$ cat src/rtl/hpdcache_victim_alloc.sv
// hpdcache_victim_alloc
//
// Refill-allocation stage in front of the HPDcache pseudo-LRU replacement
// block. For each miss-refill request it reads the directory of the target set,
// shows the per-way state to the PLRU victim selector and latches the chosen
// way. If that way holds a valid dirty line, it runs the write-back eviction
// handshake. It then commits the replacement to the PLRU and returns the
// allocated way to the requester.
//
// Ports
//   clk_i, rst_ni           clock, asynchronous active-low reset
//   req_*                   allocation request (valid/ready, target set)
//   dir_rd_*                directory read strobe and set
//   dir_*_i                 directory state/tags, one cycle after dir_rd_o
//   plru_dir_*_o            directory state forwarded to the PLRU selector
//   plru_victim_way_i       one-hot (or zero) victim chosen by the PLRU
//   plru_repl_*             single-cycle replacement commit to the PLRU
//   evict_*                 dirty-line eviction handshake and payload
//   rsp_*                   allocation response (way, evicted flag)

module hpdcache_victim_alloc #(
    parameter  int unsigned SETS      = 64,
    parameter  int unsigned WAYS      = 4,
    parameter  int unsigned TAG_WIDTH = 20,
    localparam int unsigned SET_W     = $clog2(SETS)
) (
    input  logic                      clk_i,
    input  logic                      rst_ni,
    input  logic                      req_valid_i,
    output logic                      req_ready_o,
    input  logic [SET_W-1:0]          req_set_i,
    output logic                      dir_rd_o,
    output logic [SET_W-1:0]          dir_rd_set_o,
    input  logic [WAYS-1:0]           dir_valid_i,
    input  logic [WAYS-1:0]           dir_wb_i,
    input  logic [WAYS-1:0]           dir_dirty_i,
    input  logic [WAYS*TAG_WIDTH-1:0] dir_tags_i,
    output logic [WAYS-1:0]           plru_dir_valid_o,
    output logic [WAYS-1:0]           plru_dir_wb_o,
    output logic [WAYS-1:0]           plru_dir_dirty_o,
    input  logic [WAYS-1:0]           plru_victim_way_i,
    output logic                      plru_repl_o,
    output logic [SET_W-1:0]          plru_repl_set_o,
    output logic [WAYS-1:0]           plru_repl_way_o,
    output logic                      evict_valid_o,
    input  logic                      evict_ready_i,
    output logic [SET_W-1:0]          evict_set_o,
    output logic [TAG_WIDTH-1:0]      evict_tag_o,
    output logic [WAYS-1:0]           evict_way_o,
    output logic                      rsp_valid_o,
    input  logic                      rsp_ready_i,
    output logic [WAYS-1:0]           rsp_way_o,
    output logic                      rsp_evicted_o
);

    typedef enum logic [1:0] {
        IDLE,
        SELECT,
        EVICT,
        RESP
    } state_e;

    state_e                 state_q, state_d;
    logic [SET_W-1:0]       set_q, set_d;
    logic [WAYS-1:0]        way_q, way_d;
    logic [TAG_WIDTH-1:0]   tag_q, tag_d;
    logic                   evicted_q, evicted_d;
    // High during the first RESP cycle only, so the PLRU commit cannot repeat
    // while the response is stalled.
    logic                   replFirst_q, replFirst_d;

    logic [TAG_WIDTH-1:0]   victimTag;
    logic                   victimDirty;

    // Pick the victim's tag with an AND-OR mux on the one-hot way. Also work
    // out whether the victim holds a valid dirty line that must be written back.
    always_comb begin
        victimTag = '0;
        for (int unsigned w = 0; w < WAYS; w++) begin
            victimTag = victimTag
                      | ({TAG_WIDTH{plru_victim_way_i[w]}} & dir_tags_i[w*TAG_WIDTH +: TAG_WIDTH]);
        end
        victimDirty = |(plru_victim_way_i & dir_valid_i & dir_dirty_i);
    end

    // State and latched payload registers. Reset drops any eviction or response
    // that is still in progress.
    always_ff @(posedge clk_i or negedge rst_ni) begin
        if (!rst_ni) begin
            state_q     <= IDLE;
            set_q       <= '0;
            way_q       <= '0;
            tag_q       <= '0;
            evicted_q   <= 1'b0;
            replFirst_q <= 1'b0;
        end else begin
            state_q     <= state_d;
            set_q       <= set_d;
            way_q       <= way_d;
            tag_q       <= tag_d;
            evicted_q   <= evicted_d;
            replFirst_q <= replFirst_d;
        end
    end

    // Next-state and output logic. Every output is forced to zero outside the
    // state that owns it, so idle interfaces never show stale payload.
    always_comb begin
        state_d          = state_q;
        set_d            = set_q;
        way_d            = way_q;
        tag_d            = tag_q;
        evicted_d        = evicted_q;
        replFirst_d      = 1'b0;

        req_ready_o      = 1'b0;
        dir_rd_o         = 1'b0;
        dir_rd_set_o     = '0;
        plru_dir_valid_o = '0;
        plru_dir_wb_o    = '0;
        plru_dir_dirty_o = '0;
        plru_repl_o      = 1'b0;
        plru_repl_set_o  = '0;
        plru_repl_way_o  = '0;
        evict_valid_o    = 1'b0;
        evict_set_o      = '0;
        evict_tag_o      = '0;
        evict_way_o      = '0;
        rsp_valid_o      = 1'b0;
        rsp_way_o        = '0;
        rsp_evicted_o    = 1'b0;

        unique case (state_q)
            IDLE: begin
                req_ready_o = 1'b1;
                if (req_valid_i) begin
                    dir_rd_o     = 1'b1;
                    dir_rd_set_o = req_set_i;
                    set_d        = req_set_i;
                    state_d      = SELECT;
                end
            end
            SELECT: begin
                plru_dir_valid_o = dir_valid_i;
                plru_dir_wb_o    = dir_wb_i;
                plru_dir_dirty_o = dir_dirty_i;
                // The PLRU is addressed through its repl set port while selecting.
                plru_repl_set_o  = set_q;
                way_d            = plru_victim_way_i;
                tag_d            = victimTag;
                evicted_d        = 1'b0;
                replFirst_d      = 1'b1;
                if ((plru_victim_way_i != '0) && victimDirty) begin
                    replFirst_d = 1'b0;
                    state_d     = EVICT;
                end else begin
                    state_d = RESP;
                end
            end
            EVICT: begin
                evict_valid_o = 1'b1;
                evict_set_o   = set_q;
                evict_tag_o   = tag_q;
                evict_way_o   = way_q;
                if (evict_ready_i) begin
                    evicted_d   = 1'b1;
                    replFirst_d = 1'b1;
                    state_d     = RESP;
                end
            end
            RESP: begin
                rsp_valid_o   = 1'b1;
                rsp_way_o     = way_q;
                rsp_evicted_o = evicted_q;
                if (replFirst_q && (way_q != '0)) begin
                    plru_repl_o     = 1'b1;
                    plru_repl_set_o = set_q;
                    plru_repl_way_o = way_q;
                end
                if (rsp_ready_i) begin
                    state_d = IDLE;
                end
            end
            default: begin
                state_d = IDLE;
            end
        endcase
    end

    // A victim with several bits set breaks the PLRU protocol. It is flagged
    // here and never repaired in logic.
    victim_onehot_a : assert property (
        @(posedge clk_i) disable iff (!rst_ni)
        (state_q == SELECT) |-> $onehot0(plru_victim_way_i)
    );

endmodule

$ cat config.mk
export PLATFORM = sky130hd
export DESIGN_NAME = hpdcache_victim_alloc
export DESIGN_NICKNAME = d
export VERILOG_FILES = /design/src/rtl/hpdcache_victim_alloc.sv
export SDC_FILE = /design/constraint.sdc
export NUM_CORES = 1
export LEC_CHECK = 0
export ABC_CLOCK_PERIOD_IN_PS = 4300
export BUFFER_PORTS_ARGS = -buffer_cell sky130_fd_sc_hd__buf_4
export CAP_MARGIN = 20
export CORE_UTILIZATION = 43
export CTS_BUF_LIST = sky130_fd_sc_hd__clkbuf_8
export DETAILED_ROUTE_END_ITERATION = 8
export GPL_ROUTABILITY_DRIVEN = 1
export PLACE_DENSITY = 0.84
export RECOVER_POWER = 25
export REMOVE_ABC_BUFFERS = 1
export SETUP_SLACK_MARGIN = 0.15
export SLEW_MARGIN = 20
export SYNTH_ARGS = -nofsm -noshare
export SYNTH_HDL_FRONTEND = slang
export SYNTH_SLANG_ARGS = --single-unit
$ cat constraint.sdc
create_clock -name clk_i -period 4.3 [get_ports clk_i]
set_input_delay 0.215 -clock clk_i [delete_from_list [all_inputs] [get_ports clk_i]]
set_output_delay 0.215 -clock clk_i [all_outputs]
set_load 0.01 [all_outputs]
==> results.md, run 1 <==
- Horiz. Die Dim: 72.6 µm
- Cells after synthesis: 237
- Worst setup path start: state_q[1]
- I/O pin cnt: 175
- Setup violators final: 0
- Initial drt markers: 144
- Worst path arrival time: 2.22 ns
- Delay-heaviest family, CP: adder cells
- DP Wirelength: 5.12 mm
- Post-DR vias/cell: 5.18
- Sw Share: 39.3%
- FF+latch count, synth: 34
- P&R area growth vs syn: 64.8%
- Row count: 25
- Worst hold start: evict_ready_i
- Status: finished with violations
- Worst path required time: 4.09 ns
- Hold Path Sink: replFirst_q
- Antenna fix cells: 0
- Reg-to-reg critical path startpoint: state_q[0]
- CP max FO: 59
- Clk buf depth: 2
- FMAX: 410 MHz
- First-pass GRT wire length: 10.4 mm
- Fin worst setup slack: 1.86 ns
- RSZ-0062 raised after global routing: no
- Register share of total power: 28.5%
- Leakage: 1.84 nW
- Layout cells sized above 1: 48.1%
- Worst hold path type: in -> reg
- CTS root buffer: clkbuf_8
- CTS tree: built
- Initial antenna violation count: 0
- Met2 WL post-DR: 3.49 mm
- Worst-skew pair later-pin latency: 0.28 ns
- Post-synth EDFFs: 0
- Slew Limit Headroom: -17.4%
- Clock power frac: 11.0%
- DIE AREA: 0.00528 mm²
- Vias in the first global route: 2,343
- Failing checks: capacitance limit, slew limit
- Filler Cell Count: 408
- Drt pass-1 iters: 4
- Synth async-reset ratio: 100%
- Number of buffers created by CTS: 5
- Num Clock Sinks: 34
- Critical Path End Type: output pin
- Pins Over Slew Limit: 35
- Register Area: 851 µm²
- Htree depth: 2
- Fin crit share: 56.7%
- Tmin final: 2.44 ns
- Multi-input gate area: 0.00120 mm²
- Critical R2R Capture: state_q[1]
- CP peak stage delay: 0.83 ns
- Worst-path clk slew: 0.06 ns
- Largest net degree at the start of global routing: 60
- Grt total ovfl: 0
- Worst vdd ir: 371 µV
- Syn. warnings: 0
- P_int: 1.17 mW
- Number of max-cap violations: 1
- Initial Util: 45.1%
- Worst hold stages: 3
- Fin Hold WS: 0.183 ns
- GRT Total Usage: 25.6%
- Critical path launch point type: register
- Worst Skew: 0.00337 ns
- Cells along the critical path: inv_1 > ha_2 > o21ba_2 > nor2b_1 > buf_4
- Worst path slowest cell: ha_2
- NetSw: 0.758 mW
- Mapped cell area: 0.00215 mm²
- Post-route antenna net violation count: 0
- Global placer's final weighted congestion: 0.775
- Cell area power density: 545 mW/mm²
- Flop-to-flop setup slack: 2.15 ns
- Routed len/inst: 14.6 µm
- Highest metal used: met4
- Number of library cell types mapped by synthesis: 25
- Register area share after synthesis: 39.7%
- Reg2reg path depth: 5
- Die Height: 72.6 µm
- Port-buffer cells: 174
- Worst-margin pin slew: 1.76 ns
- Main synth FF type: dfrtp_1
- Design Power: 1.93 mW
- Final hold vios: 0
- Post-cts sizing count: 0
- Detailed Route WL: 6.84 mm
- Setup slack after placement: 2.16 ns
- Nets: 512
- Crit Path Class: reg -> out
- Setup TNS: 0 ns
- Post-route DRC: 0
- Syn Area/Cell: 9.05 µm²
- Crit path buffers/inverters: 2
- M1 WL: 2.70 mm
- Combinational share of power: 60.5%
- Wire length on met3: 534 µm
- Total number of vias: 2,425
- Core ar.: 0.00475 mm²
power groups by stage:
stage          sequential (mW)  combinational (mW)  clock [mW]
5_1_grt                  0.568                1.27       0.231
3_5_place_dp             0.555                1.17           0
3_3_place_gp             0.544                1.14           0
6_report                 0.549                1.17       0.212
2_1_floorplan            0.525               0.625           0
4_1_cts                  0.549                1.17       0.218
per-layer routing:
metal | up-vias | global-route usage [%]
met5 | - | 0
met4 | 0 | 8.28
met3 | 13 | 5.39
met2 | 125 | 48.2
met1 | 1103 | 28.7
li1 | 1184 | -
layout make-up:
cell class                 count  area share [%]
multi-input combinational    181            33.9
inverter                       4           0.424
timing repair buffer         175            37.1
sequential                    34            24.1
tap                           67            2.37
clock buffer                   5            1.95
clock inverter                 2           0.212
stage by stage:
step                util, %  area, µm²  cells
floorplan                 -       2060    219
CTS                    74.5       3540    468
global route           74.4       3540    468
global placement       72.7       3450    460
detailed placement     72.7       3450    460
finish                 74.4       3540    468
synthesized netlist by cell type (all sizes together) (2+ instances only):
library cell,instances,area [µm²]
mux2,5,60.1
nand3,8,40.0
buf,13,65.1
inv,4,15.0
dfrtp,34,851
clkbuf,5,18.8
nor2,21,78.8
nor2b,7,43.8
a22oi,40,300
nand2,2,7.51
a31oi,20,125
and3,11,81.3
nand2b,3,21.3
and2,47,294
ha,4,50.1
a21o,6,45.0
o21ai,3,15.0
cells in the final DEF, fill, tap and decap left out:
master and instances:
nand2_1 2, buf_4 173, mux2_2 4, o21ba_2 1, and3_4 1, and2_1 47
o21ai_0 3, a21o_1 6, o221ai_1 1, mux2_4 1, inv_1 6, nor4_1 1
and3_1 4, o2111ai_1 1, nand2b_2 1, nor2b_1 7, clkbuf_8 5, clkbuf_1 1
a31oi_1 20, dlygate4sd3_1 1, a22oi_1 40, and3_2 6, nand2b_1 2, nand3_1 8
dfrtp_1 34, nor2_1 21, ha_1 3, ha_2 1
worst min-delay path, cell delays in order:
cell and delay (ns):
buf_4 0.09, nand3_1 0.05, o21ai_0 0.07
state kept, by name (all words and copies together), names as in the netlist:
signal / cells
way_q: 4
set_q: 6
replFirst_q: 1
evicted_q: 1
state_q: 2
tag_q: 20
timing repair:
action	4_1_cts	5_1_grt
setup buffers	0	0
hold buffers	1	0
endpoints found under the hold margin	34	0
how the worst max path moves through the flow:
stage	end	slack, ns	cells after the start
6_report	plru_repl_set_o[1]	1.86	5
3_5_place_dp	state_q[1]	2.16	5
3_3_place_gp	plru_repl_set_o[1]	2.23	5
4_1_cts	plru_repl_set_o[1]	1.87	5
2_1_floorplan	plru_repl_set_o[0]	2.11	4
5_1_grt	plru_repl_set_o[3]	1.75	5
cells by family (layout without fill, tap and decap cells):
logic type | count (synthesis) | count (layout) | share of synthesized area, %
and+or+nand+nor | 100 | 100 | 26.7
AOI/OAI and AO/OA | 72 | 72 | 23.9
DFF | 34 | 34 | 39.7
buffers and inverters | 22 | 186 | 4.61
muxes | 5 | 5 | 2.80
adders and majority gates | 4 | 4 | 2.33
No activity file was read; power rests on OpenSTA's default activity.
==> run 2: changes to the inputs <==
- ABC_CLOCK_PERIOD_IN_PS: 4300 -> 2400
- CORE_UTILIZATION: 43 -> 40
- PLACE_DENSITY: 0.84 -> 0.78
- clock period: 4.3 -> 2.4 ns (I/O delays scaled with it)
==> run 2 against run 1 <==
  * The flow now finishes without violations
  * Clock power up 81%
  * Hold slack worse by 0.071 ns
  * First-iteration DRC count down 33%
  * Global-route usage down 1.9 points
  * Non-clock buffer count up 3
  * Utilization down 5.0 points
  * Routed wire length down 0.19%
  * Via count up 0.82%
  * Setup slack worse by 1.4 ns
  * Count of clock-buffer cells in the layout unchanged
  * Sequential share of layout area down 0.19 points
  * Critical endpoint is now evict_tag_o[11]
  * Largest cell class unchanged
  * Highest routed layer unchanged
==> results.md, run 2 (synthesis gave the netlist of run 1 again) <==
- Status: finished clean
- Cells along the critical path: inv_1 > ha_1 > buf_4 > and2_1 > buf_4
- Tmin final: 1.97 ns
- Leakage: 1.85 nW
- Clock power frac: 11.1%
- Multi-input gate area: 0.00120 mm²
- Drt pass-1 iters: 4
- Non-Filler Instances: 474
- Core ar.: 0.00514 mm²
- Pins Over Slew Limit: 0
- Initial drt markers: 96
- Final hold vios: 0
- Delay-heaviest family, CP: buffers and inverters
- Worst vdd ir: 463 µV
- NetSw: 1.35 mW
- CTS root buffer: clkbuf_8
- CP max FO: 22
- Worst Skew: 0.00557 ns
- CP peak stage delay: 0.43 ns
- Setup TNS: 0 ns
- Filler Cell Count: 434
- Initial Util: 41.7%
- Number of buffers created by CTS: 5
- Vias in the first global route: 2,165
- Worst hold path type: in -> reg
- Design Power: 3.46 mW
- Layout cells sized above 1: 48.8%
- Register Area: 851 µm²
- Largest register FFs: 20
- Setup slack after placement: 0.714 ns
- DP Wirelength: 5.14 mm
- CTS tree: built
- Setup violators final: 0
- Largest net degree at the start of global routing: 35
- Commonest non-fill, non-tap cell in the layout: buf_4
- Crit Path Class: reg -> out
- Nets: 515
- Routed len/inst: 14.4 µm
- Clk buf depth: 2
- Fin worst setup slack: 0.426 ns
- P&R area growth vs syn: 66.1%
- Total number of vias: 2,445
- Antenna fix cells: 0
- Combinational share of power: 60.6%
- Placed Cells: 466
- GRT Total Usage: 23.8%
- Fin crit share: 82.2%
- Largest regs: tag_q: 20 flops, set_q: 6 flops, way_q: 4 flops
- Port-buffer cells: 174
- FMAX: 507 MHz
- Critical path launch point type: register
- RSZ-0062 raised after global routing: no
- Register share of total power: 28.4%
- Crit path buffers/inverters: 3
- Die Height: 75.2 µm
- Htree depth: 2
- Worst path required time: 2.28 ns
- Initial antenna violation count: 0
- Post-route antenna net violation count: 0
- Worst path arrival time: 1.85 ns
- Row count: 26
- Critical Path End Type: output pin
- Number of max-cap violations: 0
- Horiz. Die Dim: 75.2 µm
- Largest reg by FF count: tag_q
- First-pass GRT wire length: 10.0 mm
- Global placer's final weighted congestion: 0.807
- Crit path top cell by count: buf_4
- Worst-margin pin slew: 0.841 ns
- Slew Limit Headroom: 43.9%
- Sw Share: 38.9%
- P_int: 2.12 mW
- Most frequent cells in the layout: 176 x buf_4, 47 x and2_1, 40 x a22oi_1
- I/O pin cnt: 175
- Post-DR vias/cell: 5.16
- Post-route DRC: 0
- Detailed Route WL: 6.82 mm
- Worst-path clk slew: 0.06 ns
- Worst path slowest cell: dfrtp_1
- Worst-skew pair later-pin latency: 0.29 ns
- Cell area power density: 972 mW/mm²
- DIE AREA: 0.00566 mm²
- Grt total ovfl: 0
- Num Clock Sinks: 34
## run 2: changes by cell type in the layout (fill, tap and decap cells not counted), sizes merged
cell  change
buf       +3
## run 2: tightest hold or removal path, cell delays in order
cell and delay [ns]:
buf_4 0.09, o21ai_0 0.08, o21ai_0 0.07
## run 2: metal layers
| metal | global-route usage, % | share of wire (%) | wire [µm] | up-vias |
|---|---|---|---|---|
| met4 | 6.17 | 1.0 | 68 | 0 |
| li1 | - | - | - | 1196 |
| met2 | 44.8 | 52 | 3530 | 116 |
| met5 | 0 | 0 | 0 | - |
| met3 | 7.36 | 9.2 | 631 | 6 |
| met1 | 25.7 | 38 | 2600 | 1127 |
## run 2: repair_timing
action / 4_1_cts / 5_1_grt
endpoints found under the hold margin: 34 / 0
buffers inserted: 0 / 0
hold buffers: 1 / 0
resized for setup: 0 / 0
## run 2: per-stage QoR
| step | instance area [µm²] | utilization [%] | hold slack [ns] |
|---|---|---|---|
| 2_1_floorplan | 2060 | - | -0.176 |
| 3_3_place_gp | 3480 | 67.7 | 0.0967 |
| 3_5_place_dp | 3480 | 67.7 | 0.0988 |
| 4_1_cts | 3570 | 69.4 | 0.0954 |
| 5_1_grt | 3560 | 69.4 | 0.109 |
| 6_report | 3560 | 69.4 | 0.111 |
## run 2: worst paths after layout
| check | end | from | slack, ns | cells after the start |
|---|---|---|---|---|
| min reg2reg | set_q[3] | set_q[3] | 0.49 | 1 |
| max in group asynchronous | tag_q[5] | rst_ni | 1.38 | 2 |
| min in group asynchronous | way_q[1] | rst_ni | 0.48 | 2 |
| max | evict_tag_o[11] | state_q[0] | 0.43 | 5 |
| min | evicted_q | evict_ready_i | 0.11 | 3 |
| max reg2reg | state_q[1] | state_q[0] | 0.73 | 5 |
## run 2: final cells by class
class / count / share of cell area [%]
Tap cell: 70 / 2.46
Clock inverter: 2 / 0.211
Clock buffer: 5 / 1.93
Sequential cell: 34 / 23.9
Timing Repair Buffer: 178 / 37.5
Inverter: 4 / 0.421
Multi-Input combinational cell: 181 / 33.6
## run 2: power by group through the flow
stage,Sequential [mW],Combinational (mW),Clock (mW)
floorplan,0.941,1.12,0
global placement,0.984,2.08,0
detailed placement,0.995,2.12,0
CTS,0.984,2.12,0.395
global route,1.02,2.32,0.410
finish,0.982,2.10,0.384
==> run 3: changes to the inputs <==
- ABC_AREA: default -> 1
- ABC_CLOCK_PERIOD_IN_PS: 2400 -> 1700
- CORE_UTILIZATION: 40 -> 38
- PLACE_DENSITY: 0.78 -> 0.75
- clock period: 2.4 -> 1.7 ns (I/O delays scaled with it)
==> run 3 against run 2 <==
  * Routed wire length grew 23%
  * Critical path depth did not move
  * Non-clock buffer count rose by 13
  * Sequential share of layout area fell by 3.3 points
  * Die area up 15%
  * Hold slack worse by 0.037 ns
  * Count of clock-buffer cells in the layout is 1 higher
  * Cell count rose by 29%
  * Largest cell class unchanged
  * Highest routed layer unchanged
==> results.md, run 3 <==
- Post-synth EDFFs: 0
- Worst path arrival time: 1.51 ns
- Most frequent cells after synthesis: 128 x nand2_1, 67 x inv_1, 34 x dfrtp_1, 34 x nor2_1
- Syn. warnings: 0
- Worst Skew: 0.00407 ns
- Layout cells sized above 1: 45.1%
- Detailed Route WL: 8.42 mm
- FMAX: 629 MHz
- Post-route antenna net violation count: 0
- Row count: 28
- P&R area growth vs syn: 75.9%
- Tmin final: 1.59 ns
- DP Wirelength: 5.84 mm
- Final hold vios: 0
- CP max FO: 9
- Initial drt markers: 133
- Mapped cell area: 0.00236 mm²
- Most frequent cell after synthesis: nand2_1
- Syn Area/Cell: 6.58 µm²
- Core ar.: 0.00596 mm²
- Port-buffer cells: 174
- Number of library cell types mapped by synthesis: 20
- Routed len/inst: 13.8 µm
- FF+latch count, synth: 34
- Largest reg by FF count: tag_q
- Htree depth: 2
- Global placer's final weighted congestion: 0.808
- Commonest non-fill, non-tap cell in the layout: buf_4
- Initial Util: 39.6%
- Final Core Density: 69.6%
- Non-Filler Instances: 612
- Slew Limit Headroom: 42.1%
- Critical path launch point type: register
- Setup slack after placement: 0.256 ns
- First-pass GRT wire length: 12.6 mm
- Vias in the first global route: 2,755
- Grt total ovfl: 0
- RSZ-0062 raised after global routing: yes
- Horiz. Die Dim: 80.7 µm
- Number of max-cap violations: 0
- Largest register FFs: 20
- Leakage: 2.43 nW
- CTS root buffer: clkbuf_8
- Filler Cell Count: 478
- Drt pass-1 iters: 4
- Main synth FF type: dfrtp_1
- Register Area: 853 µm²
- Cells after synthesis: 358
- Worst-margin pin slew: 0.868 ns
- Most frequent cells in the layout: 165 x buf_4, 113 x nand2_1, 53 x inv_1
- Register area share after synthesis: 36.1%
- Placed Cells: 591
- Synth area leader: dfrtp_1
- Nets: 647
- Synth async-reset ratio: 100%
- DIE AREA: 0.00652 mm²
- Largest regs: tag_q: 20 flops, set_q: 6 flops, way_q: 4 flops
- Worst-path clk slew: 0.07 ns
- Post-DR vias/cell: 4.84
- Worst-skew pair later-pin latency: 0.28 ns
- GRT Total Usage: 25.0%
- Antenna fix cells: 0
- Die Height: 80.7 µm
- Total number of vias: 2,961
- Multi-input gate area: 0.00125 mm²
- Num Clock Sinks: 34
- CTS tree: built
- Setup violators final: 0
- Largest net degree at the start of global routing: 35
- Critical Path End Type: output pin
- Fin worst setup slack: 0.110 ns
- Synth area leaders: dfrtp_1 36%, nand2_1 20%, inv_1 11%
- Clk buf depth: 2
- Initial antenna violation count: 0
- Post-synth top area share: 36.1%
- Post-route DRC: 0
- Pins Over Slew Limit: 0
- I/O pin cnt: 175
- Worst hold path type: in -> reg
- Fin crit share: 93.5%
- Number of buffers created by CTS: 5
- Cell area power density: 1470 mW/mm²
- Worst vdd ir: 839 µV
- Worst path required time: 1.62 ns
- Status: finished clean
- Crit Path Class: reg -> out
- Design Power: 6.08 mW
run 3: changes by cell type after synthesis, sizes merged, moves of 8 or more:
cell / change
inv: +64
nor2: +14
a31oi: -20
a22oi: -40
nand2: +127
buf: +8
a41oi: +20
and3: -11
o21ai: +9
a21oi: +20
and2: -47
run 3: through the flow:
| step | setup TNS (ns) | hold slack (ns) | cell area [µm²] |
|---|---|---|---|
| after floorplan | -6.62 | -0.211 | 2230 |
| after detailed placement | 0 | 0.0628 | 3660 |
| after global routing | 0 | 0.0958 | 4140 |
| after global placement | 0 | 0.0648 | 3660 |
| after CTS | 0 | 0.0711 | 3860 |
| final | 0 | 0.0748 | 4140 |
run 3: cell type report:
| class | count | area share, % |
|---|---|---|
| clock inverter | 2 | 0.211 |
| timing repair buffer | 191 | 38.0 |
| sequential | 34 | 20.6 |
| inverter | 69 | 6.70 |
| timing repair inverter | 1 | 0.211 |
| clock buffer | 6 | 1.99 |
| tap | 75 | 2.26 |
| multi-input combinational | 234 | 30.1 |
run 3: worst paths after layout:
path	endpoint	from	slack, ns	cells past startpoint
setup reg to reg	tag_q[17]	state_q[1]	0.22	6
hold / removal	set_q[3]	req_set_i[3]	0.07	3
min in group asynchronous	way_q[2]	rst_ni	0.46	2
setup / recovery	plru_repl_set_o[2]	state_q[1]	0.11	5
max in group asynchronous	state_q[0]	rst_ni	0.65	2
hold reg to reg	evicted_q	evicted_q	0.50	2
run 3: power by group:
group	total (mW)	internal (mW)	leakage [nW]	switching, mW
Combinational	3.98	2.00	2.00	1.99
Sequential	1.49	1.18	0.380	0.308
Clock	0.609	0.321	0.0524	0.288
run 3: logic make-up (layout without fill, tap and decap cells):
group	Yosys count	after routing	synth area share, %
buffers and inverters	90	269	16.7
adders and majority gates	4	4	2.12
AOI/OAI and AO/OA	60	60	16.7
and+or+nand+nor	170	170	28.4
DFF	34	34	36.1
run 3: per-layer routing:
metal | track usage, % | share of wire [%] | wire length, µm | vias to the layer above
li1 | - | - | - | 1459
met1 | 28.9 | 37 | 3160 | 1335
met2 | 45.0 | 51 | 4300 | 144
met3 | 5.51 | 8.9 | 752 | 23
met4 | 9.64 | 2.6 | 216 | 0
met5 | 0 | 0 | 0 | -
run 3: critical path, stage by stage, from the launching register on:
cell and delay [ns]:
dfrtp_2 0.47, inv_4 0.11, ha_4 0.23, clkinv_8 0.09
a21boi_1 0.17, buf_4 0.15
run 3: what timing repair did:
action / CTS / global route
setup endpoints to repair: 61 / 46
cloned: 0 / 3
hold buffers: 1 / 0
buffers inserted: 3 / 6
endpoints found under the hold margin: 34 / 0
resized for setup: 24 / 63
pin swaps: 0 / 4
